--- src/rtl/alu4_nibble_seq.sv ---
// rtl/alu4_nibble_seq.sv - multi-nibble sequencer for the 4-bit ALU; define ALU4_SEQ_SLOW_EN for registered two-cycle-per-nibble issue
module alu4_nibble_seq #(
    parameter int NIBBLES = 4,
    parameter int LEN_W   = 3
) (
    input  logic                 clk,
    input  logic                 rst_n,
    input  logic                 cmd_valid,
    output logic                 cmd_ready,
    input  logic [3:0]           cmd_op,
    input  logic [LEN_W-1:0]     cmd_len,
    input  logic                 cmd_msb_first,
    input  logic                 cmd_ci,
    input  logic                 cmd_rci,
    input  logic [4*NIBBLES-1:0] cmd_a,
    input  logic [4*NIBBLES-1:0] cmd_b,
    output logic [3:0]           alu_op,
    output logic [3:0]           alu_a,
    output logic [3:0]           alu_b,
    output logic                 alu_ci,
    output logic                 alu_rci,
    input  logic [3:0]           alu_out,
    input  logic                 alu_co,
    input  logic                 alu_rco,
    input  logic                 alu_ovf,
    output logic                 res_valid,
    input  logic                 res_ready,
    output logic [4*NIBBLES-1:0] res_data,
    output logic                 res_co,
    output logic                 res_rco,
    output logic                 res_ovf,
    output logic                 res_zero
);
    localparam int W     = 4 * NIBBLES;
    // Counter must hold NIBBLES (up to 8) and any raw cmd_len value
    localparam int CNT_W = (LEN_W + 1 > 4) ? LEN_W + 1 : 4;
    localparam logic [CNT_W-1:0] L_MAX = CNT_W'(NIBBLES);

    typedef enum logic [1:0] {S_IDLE, S_RUN, S_DONE} state_t;

    state_t           r_state;
    state_t           w_next;

    logic [W-1:0]     r_a;
    logic [W-1:0]     r_b;
    logic [3:0]       r_op;
    logic [CNT_W-1:0] r_len;
    logic [CNT_W-1:0] r_k;
    logic             r_msb;
    logic             r_ci0;
    logic             r_rci0;
    logic [W-1:0]     r_data;
    logic             r_co;
    logic             r_rco;
    logic             r_ovf;
    logic             r_zero;

    logic [CNT_W-1:0] w_len_in;
    logic [CNT_W-1:0] w_len_eff;
    logic [CNT_W-1:0] w_idx;
    logic [CNT_W-1:0] w_last_k;
    logic [W-1:0]     w_a_shift;
    logic [W-1:0]     w_b_shift;
    logic [3:0]       w_a_nib;
    logic [3:0]       w_b_nib;
    logic             w_ci_sel;
    logic             w_rci_sel;
    logic [W-1:0]     w_data_ins;
    logic             w_capture;

`ifdef ALU4_SEQ_SLOW_EN
    logic             r_phase;
    logic [3:0]       r_alu_a;
    logic [3:0]       r_alu_b;
    logic             r_alu_ci;
    logic             r_alu_rci;
    assign w_capture = r_phase;
`else
    assign w_capture = 1'b1;
`endif

    // Zero or oversize lengths mean "all nibbles"
    assign w_len_in   = CNT_W'(cmd_len);
    assign w_len_eff  = (w_len_in == '0 || w_len_in > L_MAX) ? L_MAX : w_len_in;
    assign w_last_k   = r_len - CNT_W'(1);
    assign w_idx      = r_msb ? (r_len - r_k - CNT_W'(1)) : r_k;
    assign w_a_shift  = r_a >> {w_idx, 2'b00};
    assign w_b_shift  = r_b >> {w_idx, 2'b00};
    assign w_a_nib    = w_a_shift[3:0];
    assign w_b_nib    = w_b_shift[3:0];
    // First nibble takes the command carries, later ones chain the captured carries
    assign w_ci_sel   = (r_k == '0) ? r_ci0 : r_co;
    assign w_rci_sel  = (r_k == '0) ? r_rci0 : r_rco;
    // res_data is cleared on accept and each nibble written once, so OR-in is exact
    assign w_data_ins = W'(alu_out) << {w_idx, 2'b00};

    assign res_data = r_data;
    assign res_co   = r_co;
    assign res_rco  = r_rco;
    assign res_ovf  = r_ovf;
    assign res_zero = r_zero;

    // State register
    always_ff @(posedge clk or negedge rst_n) begin
        if (!rst_n) begin
            r_state <= S_IDLE;
        end else begin
            r_state <= w_next;
        end
    end

    // Next-state and handshake/ALU-drive outputs; ALU inputs are zero outside RUN
    always_comb begin
        w_next    = r_state;
        cmd_ready = 1'b0;
        res_valid = 1'b0;
        alu_op    = 4'h0;
        alu_a     = 4'h0;
        alu_b     = 4'h0;
        alu_ci    = 1'b0;
        alu_rci   = 1'b0;
        case (r_state)
            S_IDLE: begin
                cmd_ready = 1'b1;
                if (cmd_valid) begin
                    w_next = S_RUN;
                end
            end
            S_RUN: begin
                alu_op = r_op;
`ifdef ALU4_SEQ_SLOW_EN
                alu_a   = r_alu_a;
                alu_b   = r_alu_b;
                alu_ci  = r_alu_ci;
                alu_rci = r_alu_rci;
`else
                alu_a   = w_a_nib;
                alu_b   = w_b_nib;
                alu_ci  = w_ci_sel;
                alu_rci = w_rci_sel;
`endif
                if (w_capture && r_k == w_last_k) begin
                    w_next = S_DONE;
                end
            end
            S_DONE: begin
                res_valid = 1'b1;
                if (res_ready) begin
                    w_next = S_IDLE;
                end
            end
            default: w_next = S_IDLE;
        endcase
    end

    // Command latch, nibble counter and result/flag accumulation
    always_ff @(posedge clk or negedge rst_n) begin
        if (!rst_n) begin
            r_a    <= '0;
            r_b    <= '0;
            r_op   <= 4'h0;
            r_len  <= '0;
            r_k    <= '0;
            r_msb  <= 1'b0;
            r_ci0  <= 1'b0;
            r_rci0 <= 1'b0;
            r_data <= '0;
            r_co   <= 1'b0;
            r_rco  <= 1'b0;
            r_ovf  <= 1'b0;
            r_zero <= 1'b0;
        end else begin
            if (r_state == S_IDLE && cmd_valid) begin
                r_a    <= cmd_a;
                r_b    <= cmd_b;
                r_op   <= cmd_op;
                r_len  <= w_len_eff;
                r_k    <= '0;
                r_msb  <= cmd_msb_first;
                r_ci0  <= cmd_ci;
                r_rci0 <= cmd_rci;
                r_data <= '0;
                r_zero <= 1'b1;
            end else if (r_state == S_RUN && w_capture) begin
                r_data <= r_data | w_data_ins;
                r_co   <= alu_co;
                r_rco  <= alu_rco;
                r_ovf  <= alu_ovf;
                r_zero <= r_zero & (alu_out == 4'h0);
                r_k    <= (r_k == w_last_k) ? '0 : r_k + CNT_W'(1);
            end
        end
    end

`ifdef ALU4_SEQ_SLOW_EN
    // Issue/capture phase: ALU inputs are registered on issue and dropped after capture
    always_ff @(posedge clk or negedge rst_n) begin
        if (!rst_n) begin
            r_phase   <= 1'b0;
            r_alu_a   <= 4'h0;
            r_alu_b   <= 4'h0;
            r_alu_ci  <= 1'b0;
            r_alu_rci <= 1'b0;
        end else if (r_state == S_RUN && !r_phase) begin
            r_phase   <= 1'b1;
            r_alu_a   <= w_a_nib;
            r_alu_b   <= w_b_nib;
            r_alu_ci  <= w_ci_sel;
            r_alu_rci <= w_rci_sel;
        end else begin
            r_phase   <= 1'b0;
            r_alu_a   <= 4'h0;
            r_alu_b   <= 4'h0;
            r_alu_ci  <= 1'b0;
            r_alu_rci <= 1'b0;
        end
    end
`endif

endmodule

--- config.mk ---
export PLATFORM = sky130hd
export DESIGN_NAME = alu4_nibble_seq
export DESIGN_NICKNAME = d
export VERILOG_FILES = /design/src/rtl/alu4_nibble_seq.sv
export SDC_FILE = /design/constraint.sdc
export NUM_CORES = 1
export LEC_CHECK = 0
export ABC_AREA = 1
export CAP_MARGIN = 40
export CORE_MARGIN = 3
export CORE_UTILIZATION = 25
export CTS_BUF_LIST = sky130_fd_sc_hd__clkbuf_16
export CTS_CLUSTER_DIAMETER = 40
export DETAILED_ROUTE_END_ITERATION = 8
export PLACE_DENSITY_LB_ADDON = 0.08
export SLEW_MARGIN = 10
export SYNTH_ARGS = -nofsm -noshare
export SYNTH_HDL_FRONTEND = slang
export SYNTH_SLANG_ARGS = --single-unit
export TNS_END_PERCENT = 30
--- constraint.sdc ---
create_clock -name clk -period 2.8 [get_ports clk]
set_input_delay 0.28 -clock clk [delete_from_list [all_inputs] [get_ports clk]]
set_output_delay 0.28 -clock clk [all_outputs]
set_load 0.05 [all_outputs]
==> impl_metrics.csv <==
group,metric,value,unit
synth,syn_nets,481,
final_layout,syn_to_final_growth,44.77,%
synth,synthAdderAreaFrac,0.03201,
critical_path,timing_worst_setup_path_type,"reg2out",
clocking,cts.sinks,68,
job,maxCapViolations,0,
synth,ys_ff_latch,68,
power_and_ir_drop,combPwrFrac,0.615,
critical_path,cp_slowest_cell,"fa_2",
outcome,status,"finished, final reports clean",
synth,yosysSeqAreaShare,0.5061,
critical_path,cp_cell_sequence,"inv_2 > ha_4 > fa_2 > o21ai_4 > buf_6 > a21oi_2 > o21ai_1 > a21oi_2 > buf_12",
final_layout,n_antenna_cell,0,
die,die_w,122.0,um
timing,report.final.slew_viol_count,0,
critical_path,crit_fanout,6,
critical_path,r2r_slack,590,ps
synth,syn_inst,420,
clocking,cts_root_buf,"clkbuf_16",
routing,drt_first_pass_iters,4,
clocking,clk_latency,330,ps
synth,synth-xor-area-share,0.01042,
timing,timing.final.crit_share,0.9671,
die,die_h,122.0,um
timing,finalSetupViolCount,0,
place,routabilityCongestion,0.7929,
synth,avgSynthCellArea,8.005,um2
die,start_util,0.2611,
final_layout,final_area,4867,um2
power_and_ir_drop,leakage,0.002294,uW
power_and_ir_drop,switching_power,3397,uW
final_layout,nFillCells,1352,
timing,hold_violations,0,
place,port_buffers,88,
die,core_area,12880,um2
global_routing,first_global_vias,3046,
synth,synth_mux_area_frac,0,
timing,tightest_slew,515.6,ps
synth,synth_edf_count,0,
place,post_dp_cell_area,4502,um2
critical_path,critical-path-top-delay-family,"adder cells",
critical_path,cp-end-kind,"primary output",
synth,synth_top_area_cell,"dfrtp_1",
final_layout,ff_latch_area,1703,um2
timing,max_freq,0.3693,GHz
power_and_ir_drop,clockPowerShare,0.141,
global_routing,grt_usage,0.1397,
clocking,cts_max_path_buffers,2,
synth,synthDistinctLibCells,26,
die,rows,41,
timing,period_needed,2708,ps
power_and_ir_drop,irDropWorstVdd,0.8779,mV
critical_path,cp_slowest_stage_delay,610,ps
routing,via_per_inst,4.270,
timing,setup_tns,0,ps
place,hpwl,6.669,mm
synth,async_reset_ff_frac,1.000,
timing,max_slew_margin,0.6552,
final_layout,fin_util,0.3780,
critical_path,crit_path_frequent_cell,"a21oi_2",
critical_path,timing.critical_path.buf_inv,3,
synth,yosys.cell_count.top_type,"nand2_1",
critical_path,arrival,2430,ps
synth,netlist_top_cells_count,"131 x nand2_1, 68 x dfrtp_1, 51 x inv_1",
power_and_ir_drop,power.internal,3568,uW
routing,wl,9.777,mm
final_layout,drive_gt1_frac,0.1199,
die,dieArea,14880,um2
clocking,cts_buffers,9,
global_routing,grt_antenna_before_repair,0,
synth,syn_area,3362,um2
power_and_ir_drop,power.density,1431,nW/um2
final_layout,fin_nets,575,
global_routing,grt_max_degree,75,
synth,synth_top_area_share,0.5061,
synth,synthSimpleGateAreaFrac,0.2311,
power_and_ir_drop,p_sw_frac,0.4877,
final_layout,multi_input_area,1436,um2
synth,synth_top_family_by_area,"simple AND/OR/NAND/NOR gates",
critical_path,startpoint_type,"flip-flop",
routing,drt_iter0_markers,122,
routing,ant_nets,0,
global_routing,grt_pass1_wl,15.95,mm
min_path,hold_path_class,"in2async",
synth,synth_flop_cell,"dfrtp_1",
clocking,clk_pin_slew,50,ps
routing,wl_per_cell,14.19,um
timing,fin_skew,3.187,ps
routing,drc,0,
global_routing,globalRouteOverflowTotal,0,
synth,synth_warnings,0,
power_and_ir_drop,p_seq_frac,0.244,
timing,grt_setup_unrepaired,"yes",
synth,ys_top_cells_by_area,"dfrtp_1 51%, nand2_1 15%, inv_1 5.7%, o21ai_0 4.9%, o21bai_1 3.6%",
critical_path,worst_ep_required_time,2520,ps
clocking,cts_tree,"done",
clocking,h-tree-depth,3,
die,ios,89,
routing,routed-via-count,2942,
synth,synth_compound_area_frac,0.1299,
-- flip-flops by register name (all words and copies together), names as in the netlist, 2 cells and up --
register,count
res_data,16
r_len,3
r_state,2
r_b,16
r_a,16
r_k,4
r_op,4
-- what timing repair did --
item | 4_1_cts | 5_1_grt
endpoints found under the hold margin | 31 | 0
pin swaps | 2 | 7
hold buffers | 1 | 0
endpoints found under the setup margin | 8 | 8
cloned | 1 | 0
resized for setup | 6 | 16
setup buffers | 2 | 1
-- final cells by class --
| cell class | instances | share of cell area |
|---|---|---|
| Clock inverter | 5 | 0.004627 |
| Clock buffer | 9 | 0.04627 |
| Sequential cell | 68 | 0.3499 |
| Multi-Input combinational cell | 282 | 0.2951 |
| Inverter | 54 | 0.04165 |
| Tap cell | 172 | 0.04422 |
| Timing Repair Buffer | 99 | 0.2183 |
-- power by group through the flow --
stage | sequential (uW) | clock [uW] | combinational [uW]
after global placement | 1710 | 0 | 4030
after CTS | 1690 | 1020 | 4230
after global routing | 1760 | 1060 | 4730
final | 1700 | 984 | 4280
after floorplan | 2030 | 0 | 2310
after detailed placement | 1710 | 0 | 4060
-- metrics by stage --
stage	power [uW]	worst slack (ps)	instances	hold slack, ps
4_1_cts	6939	1.488	688	457.9
3_3_place_gp	5737	205.6	669	463.8
6_report	6966	91.99	689	440.5
3_5_place_dp	5770	178.1	670	267.6
5_1_grt	7543	-49.42	689	478.4
2_1_floorplan	4345	42.58	420	-15.59
-- cells by family (layout without fill, tap and decap cells) --
logic type | Yosys count | in the layout
adders and majority gates | 8 | 8
and+or+nand+nor | 192 | 192
AOI/OAI and AO/OA | 77 | 78
xor gates and xnor gates | 4 | 4
buffers and inverters | 71 | 167
DFF | 68 | 68
-- layer usage --
| metal | GRT usage | vias to the layer above | part of all wire |
|---|---|---|---|
| li1 | - | 1501 | - |
| met1 | 0.1810 | 1359 | 0.47 |
| met2 | 0.2224 | 72 | 0.45 |
| met3 | 0.04875 | 10 | 0.066 |
| met4 | 0.03782 | 0 | 0.014 |
| met5 | 0 | - | 0 |
-- path summary, 6_finish.rpt --
check                        from            to  depth (start not counted)
max                        r_k[0]      alu_a[3]                          9
min                         rst_n       r_op[0]                          2
max reg2reg                r_k[0]  res_data[10]                          7
min reg2reg                 r_ci0         r_ci0                          2
max in group asynchronous   rst_n        r_k[1]                          3
min in group clk            r_ci0         r_ci0                          2
-- worst register-to-register path, cell delays in order, from the launching register on --
cell	delay [ps]
dfrtp_1	370
inv_2	70
ha_4	170
fa_2	610
o21ai_4	110
buf_6	160
nand3b_1	390
o21bai_1	250
-- cells in the final DEF (no fill, tap or decap), types with 11 or more instances in the layout --
cell type / count
nand2_1: 131
nand3_1: 20
inv_1: 50
o21ai_1: 13
clkdlybuf4s50_1: 75
o21ai_0: 31
o21bai_1: 16
buf_4: 12
nor2_1: 31
dfrtp_1: 67
a21oi_2: 11
No activity file was read; power rests on OpenSTA's default activity.
